<file path="config.mk">
export PLATFORM = sky130hd
export DESIGN_NAME = mem_access_ctrl_flat
export DESIGN_NICKNAME = d
export VERILOG_FILES = /design/src/rtl/mem_access_ctrl_pkg.sv /design/src/rtl/mem_access_ctrl_if.sv /design/src/rtl/mem_access_ctrl_byte_lane.sv /design/src/rtl/mem_access_ctrl.sv /design/src/flat_wrapper.sv
export SDC_FILE = /design/constraint.sdc
export NUM_CORES = 1
export LEC_CHECK = 0
export CAP_MARGIN = 20
export CORE_MARGIN = 4
export CORE_UTILIZATION = 45
export CTS_BUF_LIST = sky130_fd_sc_hd__clkbuf_4
export CTS_CLUSTER_DIAMETER = 30
export CTS_CLUSTER_SIZE = 25
export DETAILED_ROUTE_END_ITERATION = 12
export GPL_TIMING_DRIVEN = 1
export PLACE_DENSITY = 0.83
export SYNTH_ARGS = -nofsm -noshare
export SYNTH_HDL_FRONTEND = slang
export SYNTH_SLANG_ARGS = --single-unit
export TNS_END_PERCENT = 1
</file>
<file path="constraint.sdc">
create_clock -name clk -period 2.36 [get_ports clk]
set_input_delay 0.354 -clock clk [delete_from_list [all_inputs] [get_ports clk]]
set_output_delay 0.354 -clock clk [all_outputs]
set_load 0.02 [all_outputs]
</file>
<file path="src/rtl/mem_access_ctrl_pkg.sv">
// Shared types and constants for the MEM-stage data-memory access controller.
// Contents: mem_state_t FSM encoding, default bus widths, and mem_byte_sig codes.
// The package is named lc3b_types because the decode stage imports it under that name.
package lc3b_types;

    localparam int ADDR_W_DEF = 16;
    localparam int DATA_W_DEF = 16;

    // mem_byte_sig encodings from decode. Only MEM_BYTE is tested explicitly.
    // Every other value is treated as a word access.
    localparam logic [1:0] MEM_BYTE = 2'b01;
    localparam logic [1:0] MEM_WORD = 2'b11;

    typedef enum logic [1:0] {
        IDLE   = 2'd0,
        PTR    = 2'd1,
        ACCESS = 2'd2,
        DONE   = 2'd3
    } mem_state_t;

endpackage

</file>
<file path="src/rtl/mem_access_ctrl_if.sv">
// Data-memory bus between the MEM-stage controller (master) and the memory (slave).
// Signals: address, read/write strobes, byte mask and write data toward memory.
// Signals: read data and a one-cycle completion pulse (mem_resp) back from memory.
interface mem_access_ctrl_if #(
    parameter int ADDR_W = 16,
    parameter int DATA_W = 16
);
    logic [ADDR_W-1:0] mem_address;
    logic              mem_read;
    logic              mem_write;
    logic [1:0]        mem_byte_en;
    logic [DATA_W-1:0] mem_wdata;
    logic [DATA_W-1:0] mem_rdata;
    logic              mem_resp;

    modport master (
        output mem_address, mem_read, mem_write, mem_byte_en, mem_wdata,
        input  mem_rdata, mem_resp
    );

    modport slave (
        input  mem_address, mem_read, mem_write, mem_byte_en, mem_wdata,
        output mem_rdata, mem_resp
    );
endinterface

</file>
<file path="src/rtl/mem_access_ctrl_byte_lane.sv">
// mem_byte_lane: purely combinational byte-lane steering for a 2-lane (16-bit) data bus.
// Inputs:  i_addr0 = address bit 0, i_is_byte = byte access, i_wdata = store data, i_rdata = memory read data.
// Outputs: o_wdata = store data (replicated for bytes), o_byte_en = write mask, o_load_data = zero-extended load.
module mem_byte_lane #(
    parameter int DATA_W = 16
) (
    input  logic              i_addr0,
    input  logic              i_is_byte,
    input  logic [DATA_W-1:0] i_wdata,
    input  logic [DATA_W-1:0] i_rdata,
    output logic [DATA_W-1:0] o_wdata,
    output logic [1:0]        o_byte_en,
    output logic [DATA_W-1:0] o_load_data
);
    localparam int LANES = DATA_W / 8;

    always_comb begin
        o_wdata     = i_wdata;
        o_byte_en   = 2'b11;
        o_load_data = i_rdata;
        if (i_is_byte) begin
            // Put the byte on both lanes so memory picks it up whichever lane is enabled.
            o_wdata     = {LANES{i_wdata[7:0]}};
            o_byte_en   = i_addr0 ? 2'b10 : 2'b01;
            o_load_data = {{(DATA_W-8){1'b0}}, (i_addr0 ? i_rdata[15:8] : i_rdata[7:0])};
        end
    end
endmodule

</file>
<file path="src/rtl/mem_access_ctrl.sv">
// mem_access_ctrl: MEM-stage sequencer for word/byte loads and stores and LDI/STI indirection.
// Ports: clk/reset, ctl_* decode control word, addr_in/wdata_in, mem_bus (master),
// rdata_out/done/stall toward writeback and pipeline control.
// Optional feature macro: MEM_ALIGN_CHECK_EN adds align_err and rejects odd word addresses.
// Without it, bit 0 is cleared on every word access.
module mem_access_ctrl
    import lc3b_types::*;
#(
    parameter int ADDR_W = ADDR_W_DEF,
    parameter int DATA_W = DATA_W_DEF
) (
    input  logic              clk,
    input  logic              reset,
    input  logic              ctl_valid,
    input  logic              ctl_read,
    input  logic              ctl_write,
    input  logic              ctl_indirect,
    input  logic [1:0]        ctl_byte,
    input  logic [ADDR_W-1:0] addr_in,
    input  logic [DATA_W-1:0] wdata_in,
    mem_access_ctrl_if.master mem_bus,
    output logic [DATA_W-1:0] rdata_out,
    output logic              done,
    output logic              stall
`ifdef MEM_ALIGN_CHECK_EN
    ,
    output logic              align_err
`endif
);

    mem_state_t        r_state;
    logic [ADDR_W-1:0] r_mem_addr;
    logic              r_mem_read;
    logic              r_mem_write;
    logic              r_is_read;
    logic              r_is_byte;
    logic              r_done;
    logic [DATA_W-1:0] r_wdata;
    logic [DATA_W-1:0] r_rdata;
`ifdef MEM_ALIGN_CHECK_EN
    logic              r_align_err;
    logic              w_misalign;
`endif

    logic              w_mem_op;
    logic              w_launch;
    logic              w_launch_byte;
    logic              w_launch_rd;
    logic [ADDR_W-1:0] w_launch_addr;
    logic [DATA_W-1:0] w_lane_wdata;
    logic [DATA_W-1:0] w_lane_load;
    logic [1:0]        w_lane_be;

    assign w_mem_op = ctl_valid && (ctl_read || ctl_write);

    // The data access is launched from two places: straight out of IDLE for
    // direct ops, or from PTR once the pointer word returns.
    always_comb begin
        w_launch      = 1'b0;
        w_launch_addr = addr_in;
        w_launch_byte = 1'b0;
        w_launch_rd   = ctl_read;
        case (r_state)
            IDLE: begin
                w_launch      = w_mem_op && !ctl_indirect;
                w_launch_byte = (ctl_byte == MEM_BYTE);
            end
            PTR: begin
                w_launch      = mem_bus.mem_resp;
                w_launch_addr = ADDR_W'(mem_bus.mem_rdata);
                w_launch_rd   = r_is_read;
            end
            default: ;
        endcase
    end

`ifdef MEM_ALIGN_CHECK_EN
    assign w_misalign = !w_launch_byte && w_launch_addr[0];
`endif

    always_ff @(posedge clk) begin
        if (reset) begin
            r_state     <= IDLE;
            r_mem_addr  <= '0;
            r_mem_read  <= 1'b0;
            r_mem_write <= 1'b0;
            r_is_read   <= 1'b0;
            r_is_byte   <= 1'b0;
            r_done      <= 1'b0;
            r_wdata     <= '0;
            r_rdata     <= '0;
`ifdef MEM_ALIGN_CHECK_EN
            r_align_err <= 1'b0;
`endif
        end else begin
            r_done <= 1'b0;
`ifdef MEM_ALIGN_CHECK_EN
            r_align_err <= 1'b0;
`endif
            case (r_state)
                IDLE: begin
                    if (w_mem_op) begin
                        // Read wins when decode sets both, so a store happens only without read.
                        r_is_read <= ctl_read;
                        r_is_byte <= (ctl_byte == MEM_BYTE) && !ctl_indirect;
                        r_wdata   <= wdata_in;
                        if (ctl_indirect) begin
                            r_mem_addr  <= {addr_in[ADDR_W-1:1], 1'b0};
                            r_mem_read  <= 1'b1;
                            r_mem_write <= 1'b0;
                            r_state     <= PTR;
                        end
                    end
                end
                PTR: ;
                ACCESS: begin
                    if (mem_bus.mem_resp) begin
                        r_mem_read  <= 1'b0;
                        r_mem_write <= 1'b0;
                        if (r_is_read) begin
                            r_rdata <= w_lane_load;
                        end
                        r_done  <= 1'b1;
                        r_state <= DONE;
                    end
                end
                DONE: r_state <= IDLE;
                default: r_state <= IDLE;
            endcase

            // Placed after the case so it overrides the PTR hold and the IDLE capture.
            if (w_launch) begin
`ifdef MEM_ALIGN_CHECK_EN
                if (w_misalign) begin
                    r_mem_read  <= 1'b0;
                    r_mem_write <= 1'b0;
                    r_rdata     <= '0;
                    r_done      <= 1'b1;
                    r_align_err <= 1'b1;
                    r_state     <= DONE;
                end else
`endif
                begin
                    r_mem_addr  <= w_launch_byte ? w_launch_addr
                                                 : {w_launch_addr[ADDR_W-1:1], 1'b0};
                    r_mem_read  <= w_launch_rd;
                    r_mem_write <= !w_launch_rd;
                    r_state     <= ACCESS;
                end
            end
        end
    end

    mem_byte_lane #(.DATA_W(DATA_W)) u_byte_lane (
        .i_addr0     (r_mem_addr[0]),
        .i_is_byte   (r_is_byte),
        .i_wdata     (r_wdata),
        .i_rdata     (mem_bus.mem_rdata),
        .o_wdata     (w_lane_wdata),
        .o_byte_en   (w_lane_be),
        .o_load_data (w_lane_load)
    );

    assign mem_bus.mem_address = r_mem_addr;
    assign mem_bus.mem_read    = r_mem_read;
    assign mem_bus.mem_write   = r_mem_write;
    assign mem_bus.mem_wdata   = r_mem_write ? w_lane_wdata : '0;
    assign mem_bus.mem_byte_en = (r_mem_read || r_mem_write) ? w_lane_be : 2'b00;

    assign rdata_out = r_rdata;
    assign done      = r_done;
    // Stall asserts in the IDLE cycle that accepts the op, so the op is held before any state changes.
    assign stall     = (r_state == PTR) || (r_state == ACCESS) || ((r_state == IDLE) && w_mem_op);
`ifdef MEM_ALIGN_CHECK_EN
    assign align_err = r_align_err;
`endif

endmodule

</file>
<file path="src/flat_wrapper.sv">
// flat-port wrapper written by rule: the top's interface ports become plain ports
module mem_access_ctrl_flat import lc3b_types::*;
#(
    parameter int ADDR_W = ADDR_W_DEF,
    parameter int DATA_W = DATA_W_DEF
)
  (clk, reset, ctl_valid, ctl_read, ctl_write, ctl_indirect, ctl_byte, addr_in, wdata_in, rdata_out, done, stall, mem_bus_mem_address, mem_bus_mem_read, mem_bus_mem_write, mem_bus_mem_byte_en, mem_bus_mem_wdata, mem_bus_mem_rdata, mem_bus_mem_resp);
  mem_access_ctrl_if #(.ADDR_W(ADDR_W), .DATA_W(DATA_W)) mem_bus_i ();
  input  logic clk;
  input  logic reset;
  input  logic ctl_valid;
  input  logic ctl_read;
  input  logic ctl_write;
  input  logic ctl_indirect;
  input  logic [1:0] ctl_byte;
  input  logic [ADDR_W-1:0] addr_in;
  input  logic [DATA_W-1:0] wdata_in;
  output logic [DATA_W-1:0] rdata_out;
  output logic done;
  output logic stall;
  output wire logic [$bits(mem_bus_i.mem_address)-1:0] mem_bus_mem_address;
  output wire logic [$bits(mem_bus_i.mem_read)-1:0] mem_bus_mem_read;
  output wire logic [$bits(mem_bus_i.mem_write)-1:0] mem_bus_mem_write;
  output wire logic [$bits(mem_bus_i.mem_byte_en)-1:0] mem_bus_mem_byte_en;
  output wire logic [$bits(mem_bus_i.mem_wdata)-1:0] mem_bus_mem_wdata;
  input wire logic [$bits(mem_bus_i.mem_rdata)-1:0] mem_bus_mem_rdata;
  input wire logic [$bits(mem_bus_i.mem_resp)-1:0] mem_bus_mem_resp;
  assign mem_bus_mem_address = mem_bus_i.mem_address;
  assign mem_bus_mem_read = mem_bus_i.mem_read;
  assign mem_bus_mem_write = mem_bus_i.mem_write;
  assign mem_bus_mem_byte_en = mem_bus_i.mem_byte_en;
  assign mem_bus_mem_wdata = mem_bus_i.mem_wdata;
  assign mem_bus_i.mem_rdata = mem_bus_mem_rdata;
  assign mem_bus_i.mem_resp = mem_bus_mem_resp;
  mem_access_ctrl #(.ADDR_W(ADDR_W), .DATA_W(DATA_W)) u_core (.clk(clk), .reset(reset), .ctl_valid(ctl_valid), .ctl_read(ctl_read), .ctl_write(ctl_write), .ctl_indirect(ctl_indirect), .ctl_byte(ctl_byte), .addr_in(addr_in), .wdata_in(wdata_in), .mem_bus(mem_bus_i), .rdata_out(rdata_out), .done(done), .stall(stall));
endmodule
</file>
==> flow_summary.toml <==
[status]
run_status = "complete, no violations"

[synth]
synth_edf_count = 0
post_synth_inst_count = 334
yosys-top-cells-area = "sky130_fd_sc_hd__dfxtp_1 (40%), sky130_fd_sc_hd__nand2_1 (7.6%), sky130_fd_sc_hd__nor2_1 (5.7%)"
synth_seq_area_share_pct = 39.9
unique_masters_post_synth = 39
yosys_warnings = 0
synthArstFlopShare_pct = 0
synthesis.area_um2 = 2760
postSynthNetCount = 396
synthFlopType = "sky130_fd_sc_hd__dfxtp_1"
post-synth-top-area-fraction_pct = 39.9
synth-seq-cells = 55
synth_top_area_cell = "sky130_fd_sc_hd__dfxtp_1"
post_syn_area_per_cell_um2 = 8.25

[route]
route.detailed.wl_per_inst_um = 15.2
drc_errors = 0
routed_wl_um = 7810
dr.pass1.iters = 4
vias = 2762
vias_per_cell = 5.39
ant_nets = 0
first_iter_violations = 123

[cells_and_area]
final-instance-count-excl-fill = 512
finish.net_count = 498
antenna_cells = 0
flow.area_growth_from_synthesis_pct = 43.6
final_layout_size_suffix_gt1_share_pct = 8.01
finish.utilization_pct = 66.8

[cts]
cts.sink_count = 55
cell_at_the_root_of_the_clock_tree = "sky130_fd_sc_hd__clkbuf_4"
tritoncts = "built"
cts_setup_buffers = 0
cts_clock_pin_slew_for_the_worst_setup_and_hold_paths_ns = 0.14
ctsLongestPathBuffers = 2
numCtsBuffers = 5
depth_of_the_cts_h_tree = 2
clkLatencyLatePin_ns = 0.37
cts_hold_buf = 0

[die]
floorplan.die_area_um2 = 7440
die_wd_um = 86.3
start_util_pct = 46.6
coreArea_um2 = 5920
boundaryPins = 111
die_y_um = 86.3
floorplan.rows = 28

[grt]
grt_remaining_overflow = 0
vias_in_the_first_global_route = 2703
grt_start_max_net_pins = 48
antenna_found_initial = 0
global_route.usage.total_pct = 21.2
grt_pass1_wl_um = 12700

[timing]
max_transition_margin_pct = 43.5
final_critical_path_setup_slack_ns = 0.175
grt_setup_unrepaired = "no"
timing_hold_violations_final = 0
worst_slew_pin_slew_ns = 0.848
finalMaxSlewViolations = 0
achievable-frequency_mhz = 458
final.setup.tns_ns = 0
finalClockSkew_ns = 0.0134
final_min_period_over_clock_period_pct = 92.6
final-setup-viol-count = 0
final_period_minus_worst_setup_slack_ns = 2.18

[power]
pd_cells_nw_per_um2 = 694
p_total_mw = 2.75
cellLeakagePower_nw = 1.35
peakVddDrop_mv = 0.442

[placement]
gp_congestion = 0.823
place.port_buffers = 110
post-dp-hpwl_um = 5920
place_ws_ns = 0.177
post-place-cells = 504

[setup_path]
critical_path.max_fanout = 8
start_kind = "register"
critPathRequiredTime_ns = 2.01
timing.setup.critical_path_class = "reg2out"
timing.critical_path.arrival_ns = 1.83
end_kind = "primary output"

[run]
timing.max_cap.violations = 0

[min_path]
min_path_type = "reg2reg"
## final cells by class
class,instances,area (um2)
fillers,521,1960
multi-input cells,246,1500
repair buffers,121,1180
flip-flops and latches,55,1100
well taps,75,93.8
clock buffers,5,37.5
inverters,7,26.3
clock inverters,3,15.0
## sequential cells by signal, summed over array words and instances, names as in the netlist
name and count:
u_core.mem_bus.mem_read 1, u_core.r_wdata 16, u_core.rdata_out 16, u_core.r_is_byte 1, u_core.r_is_read 1, u_core.mem_bus.mem_write 1, u_core.mem_bus.mem_address 16, u_core.done 1
u_core.r_state 2
## synthesized netlist by cell type, drive strengths merged, types with 7 or more instances
cell type,instances
dfxtp,55
nor3,15
mux2i,9
nand3,9
buf,15
a2111oi,16
nand3b,9
a21oi,31
inv,7
a311oi,8
nor2,42
nor2b,10
and2,8
clkbuf,11
nand2,56
## routing by layer
metal / GRT usage, % / routed length, um / up-vias
met5: 0 / 0 / -
met4: 5.24 / 138 / 0
met3: 5.70 / 772 / 13
met2: 35.7 / 3660 / 119
met1: 27.1 / 3240 / 1261
li1: - / - / 1369
## stage by stage
stage / hold WS (ns) / cell area (um2)
after floorplan: 0.436 / 2760
after global placement: 0.441 / 3900
after detailed placement: 0.449 / 3900
after CTS: 0.467 / 3950
after global routing: 0.487 / 3960
final: 0.463 / 3960
## cell usage in the layout, fill, tap and decap left out, types with 2 or more instances in the layout
cell                                n
sky130_fd_sc_hd__a2111oi_0          3
sky130_fd_sc_hd__a2111oi_1          3
sky130_fd_sc_hd__a2111oi_2          8
sky130_fd_sc_hd__a2111oi_4          2
sky130_fd_sc_hd__a21oi_1           29
sky130_fd_sc_hd__a21oi_4            2
sky130_fd_sc_hd__a311oi_1           8
sky130_fd_sc_hd__and2_1             8
sky130_fd_sc_hd__buf_4             11
sky130_fd_sc_hd__clkbuf_4           5
sky130_fd_sc_hd__clkdlybuf4s50_1  108
sky130_fd_sc_hd__clkinv_1           2
sky130_fd_sc_hd__dfxtp_1           53
sky130_fd_sc_hd__dfxtp_2            2
sky130_fd_sc_hd__ha_1               4
sky130_fd_sc_hd__inv_1              7
sky130_fd_sc_hd__mux2i_1            9
sky130_fd_sc_hd__nand2_1           56
sky130_fd_sc_hd__nand2b_1           4
sky130_fd_sc_hd__nand3_1            9
sky130_fd_sc_hd__nand3b_1           9
sky130_fd_sc_hd__nor2_1            42
sky130_fd_sc_hd__nor2b_1           10
sky130_fd_sc_hd__nor3_1            15
sky130_fd_sc_hd__o211ai_1           4
sky130_fd_sc_hd__o21a_1             2
sky130_fd_sc_hd__o21ai_0            6
## what timing repair did
action	in CTS	in global routing
setup endpoints to repair	1	7
resized for setup	1	3
pin swaps	0	0
## cells by family (layout without fill, tap and decap cells)
| kind of cell | Yosys count | count (layout) | share of synthesized area, % |
|---|---|---|---|
| muxes | 9 | 9 | 3.27 |
| buffers and inverters | 33 | 136 | 5.72 |
| and+or+nand+nor | 159 | 159 | 26.6 |
| adders and majority gates | 5 | 5 | 2.27 |
| AOI/OAI and AO/OA | 73 | 73 | 22.2 |
| DFF | 55 | 55 | 39.9 |
## final timing paths
| path | start | slack [ns] | endpoint | depth (start not counted) |
|---|---|---|---|---|
| worst max-delay path | u_core.r_is_byte$_SDFFE_PP0P_ | 0.18 | mem_bus_mem_wdata[8] | 4 |
| worst min-delay path | u_core.rdata_out[10]$_SDFFE_PP0P_ | 0.46 | u_core.rdata_out[10]$_SDFFE_PP0P_ | 2 |
| worst max register to register | u_core.r_state[0]$_SDFFE_PP0P_ | 0.44 | u_core.mem_bus.mem_address[11]$_SDFFE_PP0P_ | 6 |
| worst min register to register | u_core.rdata_out[10]$_SDFFE_PP0P_ | 0.46 | u_core.rdata_out[10]$_SDFFE_PP0P_ | 2 |
## worst max-delay path, cell delays in order (launching register included)
cell                              delay, ns
sky130_fd_sc_hd__dfxtp_2               0.42
sky130_fd_sc_hd__buf_4                 0.21
sky130_fd_sc_hd__mux2i_1               0.09
sky130_fd_sc_hd__nor2b_1               0.13
sky130_fd_sc_hd__clkdlybuf4s50_1       0.62
## report_power, final
group | leakage [nW] | switching (mW) | internal, mW | total (mW)
logic | 0.870 | 0.655 | 0.550 | 1.20
clock network | 0.0263 | 0.285 | 0.110 | 0.395
registers | 0.450 | 0.0906 | 1.06 | 1.15
total | 1.35 | 1.03 | 1.72 | 2.75
(Power assumes the default switching activity.)
